[src/rtl/osd_stm_trace_capture_pkg.sv]
// Shared definitions for the software trace capture path: marker constants,
// the event record and the saturating counter step used by trace blocks.
package osd_stm_pkg;

  localparam logic [31:0] STM_MARKER_MASK  = 32'hffff0000;
  localparam logic [31:0] STM_MARKER_MATCH = 32'h15000000;
  localparam int          STM_ID_W         = 16;
  localparam int          STM_VALUE_W      = 64;

  typedef struct packed {
    logic [15:0] id;
    logic [63:0] value;
  } stm_event_t;

  // Counters stick at all-ones instead of wrapping back to zero.
  function automatic logic [31:0] sat_inc32(input logic [31:0] v);
    return (v == 32'hffffffff) ? v : v + 32'd1;
  endfunction

endpackage

[src/rtl/osd_stm_trace_capture_if.sv]
// Core-side retirement/writeback inputs and STM-side trace outputs of the
// trace capture block, bundled so the core tile can route them as one port.
interface osd_stm_trace_capture_if #(
  parameter int XLEN           = 32,
  parameter int REG_ADDR_WIDTH = 5
);

  logic                      enable;
  logic                      retire_valid;
  logic [31:0]               retire_insn;
  logic                      wb_valid;
  logic [REG_ADDR_WIDTH-1:0] wb_addr;
  logic [XLEN-1:0]           wb_data;

  logic                      trace_valid;
  logic [15:0]               trace_id;
  logic [63:0]               trace_value;
  logic [31:0]               event_count;
  logic [31:0]               drop_count;

  modport master (
    output enable, retire_valid, retire_insn, wb_valid, wb_addr, wb_data,
    input  trace_valid, trace_id, trace_value, event_count, drop_count
  );

  modport slave (
    input  enable, retire_valid, retire_insn, wb_valid, wb_addr, wb_data,
    output trace_valid, trace_id, trace_value, event_count, drop_count
  );

endinterface

[src/rtl/osd_stm_trace_capture_shadow_regs.sv]
// Shadow copies of the value-carrying registers with same-cycle writeback
// bypass; presents the assembled 64-bit payload combinationally.
module osd_stm_shadow_regs
  import osd_stm_pkg::*;
#(
  parameter int XLEN           = 32,
  parameter int REG_ADDR_WIDTH = 5,
  parameter int VALUE_REG_LO   = 3,
  parameter int VALUE_REG_HI   = 4
) (
  input  logic                      clk,
  input  logic                      rst_n,
  input  logic                      wb_valid_i,
  input  logic [REG_ADDR_WIDTH-1:0] wb_addr_i,
  input  logic [XLEN-1:0]           wb_data_i,
  output logic [STM_VALUE_W-1:0]    value_o
);

  localparam logic [REG_ADDR_WIDTH-1:0] LO_ADDR = REG_ADDR_WIDTH'(VALUE_REG_LO);

  logic            lo_hit;
  logic [XLEN-1:0] shadow_lo_q;
  logic [XLEN-1:0] shadow_lo_d;
  logic [XLEN-1:0] lo_cur;

  // Register 0 is hardwired in the core, so a write aimed at it is never real.
  assign lo_hit      = wb_valid_i && (wb_addr_i == LO_ADDR) && (VALUE_REG_LO != 0);
  assign shadow_lo_d = lo_hit ? wb_data_i : shadow_lo_q;
  // The writeback seen alongside a marker is from an older instruction.
  assign lo_cur      = shadow_lo_d;

  always_ff @(posedge clk or negedge rst_n) begin
    if (!rst_n) begin
      shadow_lo_q <= '0;
    end else begin
      shadow_lo_q <= shadow_lo_d;
    end
  end

  if (XLEN == 32) begin : g_rv32
    localparam logic [REG_ADDR_WIDTH-1:0] HI_ADDR = REG_ADDR_WIDTH'(VALUE_REG_HI);

    logic            hi_hit;
    logic [XLEN-1:0] shadow_hi_q;
    logic [XLEN-1:0] shadow_hi_d;

    assign hi_hit      = wb_valid_i && (wb_addr_i == HI_ADDR) && (VALUE_REG_HI != 0);
    assign shadow_hi_d = hi_hit ? wb_data_i : shadow_hi_q;

    always_ff @(posedge clk or negedge rst_n) begin
      if (!rst_n) begin
        shadow_hi_q <= '0;
      end else begin
        shadow_hi_q <= shadow_hi_d;
      end
    end

    assign value_o = {shadow_hi_d, lo_cur};
  end else begin : g_rv64
    assign value_o = lo_cur;
  end

endmodule

[src/rtl/osd_stm_trace_capture.sv]
// Detects retiring trace markers and registers one id/value event per marker
// for the STM debug module, with saturating event and drop counters.
module osd_stm_trace_capture
  import osd_stm_pkg::*;
#(
  parameter int          XLEN           = 32,
  parameter int          REG_ADDR_WIDTH = 5,
  parameter int          VALUE_REG_LO   = 3,
  parameter int          VALUE_REG_HI   = 4,
  parameter logic [31:0] MARKER_MASK    = STM_MARKER_MASK,
  parameter logic [31:0] MARKER_MATCH   = STM_MARKER_MATCH
) (
  input logic                    clk,
  input logic                    rst_n,
  osd_stm_trace_capture_if.slave bus
);

  if (XLEN != 32 && XLEN != 64) begin : g_bad_xlen
    $error("osd_stm_trace_capture: XLEN must be 32 or 64");
  end

  if (XLEN == 32 && VALUE_REG_LO == VALUE_REG_HI) begin : g_bad_regs
    $error("osd_stm_trace_capture: VALUE_REG_LO and VALUE_REG_HI must differ");
  end

  logic [STM_VALUE_W-1:0] value;
  logic                   is_marker;

  osd_stm_shadow_regs #(
    .XLEN           (XLEN),
    .REG_ADDR_WIDTH (REG_ADDR_WIDTH),
    .VALUE_REG_LO   (VALUE_REG_LO),
    .VALUE_REG_HI   (VALUE_REG_HI)
  ) u_shadow (
    .clk        (clk),
    .rst_n      (rst_n),
    .wb_valid_i (bus.wb_valid),
    .wb_addr_i  (bus.wb_addr),
    .wb_data_i  (bus.wb_data),
    .value_o    (value)
  );

  // Id 0 is the plain nop encoding and never counts as a marker.
  assign is_marker = bus.retire_valid
                  && ((bus.retire_insn & MARKER_MASK) == MARKER_MATCH)
                  && (bus.retire_insn[15:0] != 16'h0000);

  logic        trace_valid_q, trace_valid_d;
  stm_event_t  ev_q, ev_d;
  logic [31:0] event_count_q, event_count_d;
  logic [31:0] drop_count_q, drop_count_d;

  always_comb begin
    trace_valid_d = 1'b0;
    ev_d          = ev_q;
    event_count_d = event_count_q;
    drop_count_d  = drop_count_q;
    if (is_marker) begin
      if (bus.enable) begin
        trace_valid_d = 1'b1;
        ev_d.id       = bus.retire_insn[15:0];
        ev_d.value    = value;
        event_count_d = sat_inc32(event_count_q);
      end else begin
        drop_count_d  = sat_inc32(drop_count_q);
      end
    end
  end

  // Retirement cycle N -> event/counter register, visible in cycle N+1.
  always_ff @(posedge clk or negedge rst_n) begin
    if (!rst_n) begin
      trace_valid_q <= 1'b0;
      ev_q          <= '0;
      event_count_q <= '0;
      drop_count_q  <= '0;
    end else begin
      trace_valid_q <= trace_valid_d;
      ev_q          <= ev_d;
      event_count_q <= event_count_d;
      drop_count_q  <= drop_count_d;
    end
  end

  assign bus.trace_valid = trace_valid_q;
  assign bus.trace_id    = ev_q.id;
  assign bus.trace_value = ev_q.value;
  assign bus.event_count = event_count_q;
  assign bus.drop_count  = drop_count_q;

endmodule

[src/flat_wrapper.sv]
// flat-port wrapper written by rule: the top's interface ports become plain ports
module osd_stm_trace_capture_flat import osd_stm_pkg::*;
#(
  parameter int          XLEN           = 32,
  parameter int          REG_ADDR_WIDTH = 5,
  parameter int          VALUE_REG_LO   = 3,
  parameter int          VALUE_REG_HI   = 4,
  parameter logic [31:0] MARKER_MASK    = STM_MARKER_MASK,
  parameter logic [31:0] MARKER_MATCH   = STM_MARKER_MATCH
)
  (clk, rst_n, bus_enable, bus_retire_valid, bus_retire_insn, bus_wb_valid, bus_wb_addr, bus_wb_data, bus_trace_valid, bus_trace_id, bus_trace_value, bus_event_count, bus_drop_count);
  osd_stm_trace_capture_if #(.XLEN(XLEN), .REG_ADDR_WIDTH(REG_ADDR_WIDTH)) bus_i ();
  input logic clk;
  input logic rst_n;
  input wire logic [$bits(bus_i.enable)-1:0] bus_enable;
  input wire logic [$bits(bus_i.retire_valid)-1:0] bus_retire_valid;
  input wire logic [$bits(bus_i.retire_insn)-1:0] bus_retire_insn;
  input wire logic [$bits(bus_i.wb_valid)-1:0] bus_wb_valid;
  input wire logic [$bits(bus_i.wb_addr)-1:0] bus_wb_addr;
  input wire logic [$bits(bus_i.wb_data)-1:0] bus_wb_data;
  output wire logic [$bits(bus_i.trace_valid)-1:0] bus_trace_valid;
  output wire logic [$bits(bus_i.trace_id)-1:0] bus_trace_id;
  output wire logic [$bits(bus_i.trace_value)-1:0] bus_trace_value;
  output wire logic [$bits(bus_i.event_count)-1:0] bus_event_count;
  output wire logic [$bits(bus_i.drop_count)-1:0] bus_drop_count;
  assign bus_i.enable = bus_enable;
  assign bus_i.retire_valid = bus_retire_valid;
  assign bus_i.retire_insn = bus_retire_insn;
  assign bus_i.wb_valid = bus_wb_valid;
  assign bus_i.wb_addr = bus_wb_addr;
  assign bus_i.wb_data = bus_wb_data;
  assign bus_trace_valid = bus_i.trace_valid;
  assign bus_trace_id = bus_i.trace_id;
  assign bus_trace_value = bus_i.trace_value;
  assign bus_event_count = bus_i.event_count;
  assign bus_drop_count = bus_i.drop_count;
  osd_stm_trace_capture #(.XLEN(XLEN), .REG_ADDR_WIDTH(REG_ADDR_WIDTH), .VALUE_REG_LO(VALUE_REG_LO), .VALUE_REG_HI(VALUE_REG_HI), .MARKER_MASK(MARKER_MASK), .MARKER_MATCH(MARKER_MATCH)) u_core (.clk(clk), .rst_n(rst_n), .bus(bus_i));
endmodule
[config.mk]
export PLATFORM = sky130hd
export DESIGN_NAME = osd_stm_trace_capture_flat
export DESIGN_NICKNAME = d
export VERILOG_FILES = /design/src/rtl/osd_stm_trace_capture_pkg.sv /design/src/rtl/osd_stm_trace_capture_if.sv /design/src/rtl/osd_stm_trace_capture_shadow_regs.sv /design/src/rtl/osd_stm_trace_capture.sv /design/src/flat_wrapper.sv
export SDC_FILE = /design/constraint.sdc
export NUM_CORES = 1
export LEC_CHECK = 0
export CAP_MARGIN = 40
export CORE_AREA = 2 2 131 133
export CTS_CLUSTER_DIAMETER = 100
export CTS_CLUSTER_SIZE = 30
export DETAILED_ROUTE_END_ITERATION = 6
export DIE_AREA = 0 0 133 135
export PLACE_DENSITY = 0.95
export RECOVER_POWER = 25
export SLEW_MARGIN = 5
export SYNTH_ARGS = -nofsm -noshare
export SYNTH_HDL_FRONTEND = slang
export SYNTH_HIERARCHICAL = 1
export SYNTH_SLANG_ARGS = --single-unit
[constraint.sdc]
create_clock -name clk -period 5.15 [get_ports clk]
set_input_delay 1.545 -clock clk [delete_from_list [all_inputs] [get_ports clk]]
set_output_delay 1.545 -clock clk [all_outputs]
set_load 0.01 [all_outputs]
==> impl_metrics.yaml <==
status:
  status: "complete, but fails checks"
  violations: "max-capacitance violations, max-slew violations"
layout:
  drive_above_1_share_pct: 10.2
  finish.utilization_pct: 68.8
  finalNonFillerCells: 1208
  fillCellCount: 1186
  diodes: 0
  final_cell_mix: "266 x nand2_1, 217 x clkdlybuf4s50_1, 209 x dfrtp_1, 67 x mux2_2, 47 x xnor2_1"
  layout_commonest_cell: "nand2_1"
  fin_area_um2: 11300
  area.growth.synth_to_final_pct: 31.5
  nets: 1064
setup_path:
  critical-path-top-delay-family: "buffers and inverters"
  cp.arrival_ns: 3.64
  slowest_stage: "clkbuf_1"
  crit_path_max_incr_delay_ns: 2.06
  cp_max_fo: 56
  critPathKind: "primary input to async pin"
  path_cells: "clkbuf_1"
  path_buf_inv: 1
  required_ns: 5.08
  r2r-start: "u_core/bus.drop_count[0]$_DFFE_PN0P_"
  cp-start-kind: "primary input"
  worstSetupStartpoint: "rst_n"
  end_kind: "async pin"
power_and_ir_drop:
  ir_worst_vdd_uv: 263
  leakage_nw: 5.25
  powerDensity_nw_per_um2: 253
  power.total_mw: 2.86
detailed_routing:
  antenna_left: 0
  drc: 0
  wl_um: 21000
  vias: 6450
  firstDrtPassIters: 5
  avgRoutedWirePerCell_um: 17.4
  drt_iter0_drc: 493
  via_per_inst: 5.34
floorplan:
  initial_core_util_pct: 52.3
  fp-row-count: 47
  ios: 219
  die_height_um: 135
  core-area_um2: 16400
  die_area_um2: 18000
  die_w_um: 133
sta:
  max_slew_margin_pct: -97.5
  worst_hold_slack_ns: 0.472
  final.setup_skew_ns: 0.00943
  worstMarginPinSlew_ns: 2.96
  setup_violations: 0
  fin_crit_sh_pct: 71.9
  finalHoldViolCount: 0
  fin_ws_ns: 1.44
  slew_violations: 56
  rsz0062_at_grt: "false"
  timing.fmax_mhz: 270
  finalCriticalPeriod_ns: 3.71
  tns_ns: 0
logic_synthesis:
  synthFlopType: "dfrtp_1"
  synth_area_leaders: "dfrtp_1 61%, nand2_1 12%, mux2_2 8.8%"
  syn_area_um2: 8580
  synth-seq-cells: 209
  synth_fp_nets: 853
  yosysUniqueCellTypes: 44
  yosys.area.top_type: "dfrtp_1"
  synthCells: 777
  synth_top_area_share_pct: 60.9
  synth_edf_count: 0
  yosysWarnings: 6
  yosysSeqAreaShare_pct: 60.9
  synthArstFlopShare_pct: 100
  avgSynthCellArea_um2: 11.0
placed_design:
  dp_hpwl_um: 15200
  dp.cells: 1196
  dpl-instance-area_um2: 11000
  routabilityCongestion: 0.798
  portBuffers: 218
  pre_cts_ws_ns: 0.964
grt:
  grt_pass1_wl_um: 34000
  grt-ovfl-total: 0
  grtUsageTotal_pct: 23.5
  grt_start_max_net_pins: 68
  antenna_found_initial: 0
  grt_pass1_vias: 6550
clock_network:
  clk_path_buf_depth: 3
  cts_inserted_buffers: 10
  cts-hold-fix-buffers: 0
  cts_tree: "built"
  post_cts.repair.setup_buffers: 0
  cts_root_buf: "clkbuf_16"
  clkSinkCount: 209
  cts_max_level: 1
  path_clk_slew_ns: 0.10
  worst_skew_pair.late_latency_ns: 0.46
  cts-resized-gates: 0
hold_path:
  hold_path.class: "register to register"
  hp-start: "u_core/bus.trace_id[2]$_DFFE_PN0P_"
flow_run:
  cap_violations: 1
-- report_power, final --
group	internal (mW)	switching (mW)	total, mW
logic	0.131	0.103	0.234
clock network	0.387	0.477	0.865
registers	1.74	0.0243	1.76
-- synthesized netlist by cell type (all sizes together) (2+ instances only) --
master and count:
nand2 266, dfrtp 209, mux2 68, xnor2 47
nand3 32, nand4 27, nor2 18, clkbuf 17
nor4 15, buf 12, xor2 11, and3 10
and4 6, inv 5, nor3 5, a21oi 2
and2 2, and4b 2, ha 2, nand2b 2
nor3b 2, nor4b 2, o21ai 2
-- layer usage --
metal / part of all wire, % / global-route usage, % / vias to the layer above / wire (um)
met1: 41 / 30.4 / 3222 / 8580
met5: 0 / 0 / - / 0
met3: 5.3 / 3.60 / 30 / 1120
li1: - / - / 3001 / -
met2: 51 / 41.3 / 197 / 10700
met4: 2.6 / 6.93 / 0 / 540
-- layout make-up --
cell class / instances / area [um2] / share of cell area (%)
Inverter: 5 / 18.8 / 0.166
Multi-Input combinational cell: 534 / 3200 / 28.3
Tap cell: 220 / 275 / 2.44
Timing Repair Buffer: 228 / 2290 / 20.3
Sequential cell: 209 / 5230 / 46.3
Clock buffer: 12 / 279 / 2.47
-- cell families after synthesis --
| logic type | synth area share (%) |
|---|---|
| flops | 60.9 |
| mux | 9.04 |
| xor+xnor | 5.92 |
| compound gates | 1.06 |
| simple gates | 20.9 |
| buf+inv | 1.91 |
| fa+ha+maj | 0.291 |
-- worst min-delay path: cells and delay by family, from the launching register on --
family | cells | cell delay, ns
flip-flops | 1 | 0.36
AND/OR/NAND/NOR | 2 | 0.09
-- flip-flops by register name, summed over array words and instances, names as in the netlist --
signal,cells
u_core/bus.event_count,32
u_core/u_shadow/shadow_lo_q,32
u_core/bus.drop_count,32
u_core/u_shadow/g_rv32.shadow_hi_q,32
u_core/bus.trace_id,16
u_core/bus.trace_value,64
u_core/bus.trace_valid,1
-- final timing paths --
check	end	slack (ns)	cells after the start
max	u_core/bus.trace_id[2]$_DFFE_PN0P_	1.44	1
max reg2reg	u_core/bus.drop_count[17]$_DFFE_PN0P_	2.76	7
min in group asynchronous	u_core/u_shadow/g_rv32.shadow_hi_q[26]$_DFF_PN0_	2.04	1
min reg2reg	u_core/bus.trace_id[2]$_DFFE_PN0P_	0.47	2
max in group clk	u_core/bus.trace_id[6]$_DFFE_PN0P_	1.46	7
min	u_core/bus.trace_id[2]$_DFFE_PN0P_	0.47	2
Power figures use the tool's default switching activity.
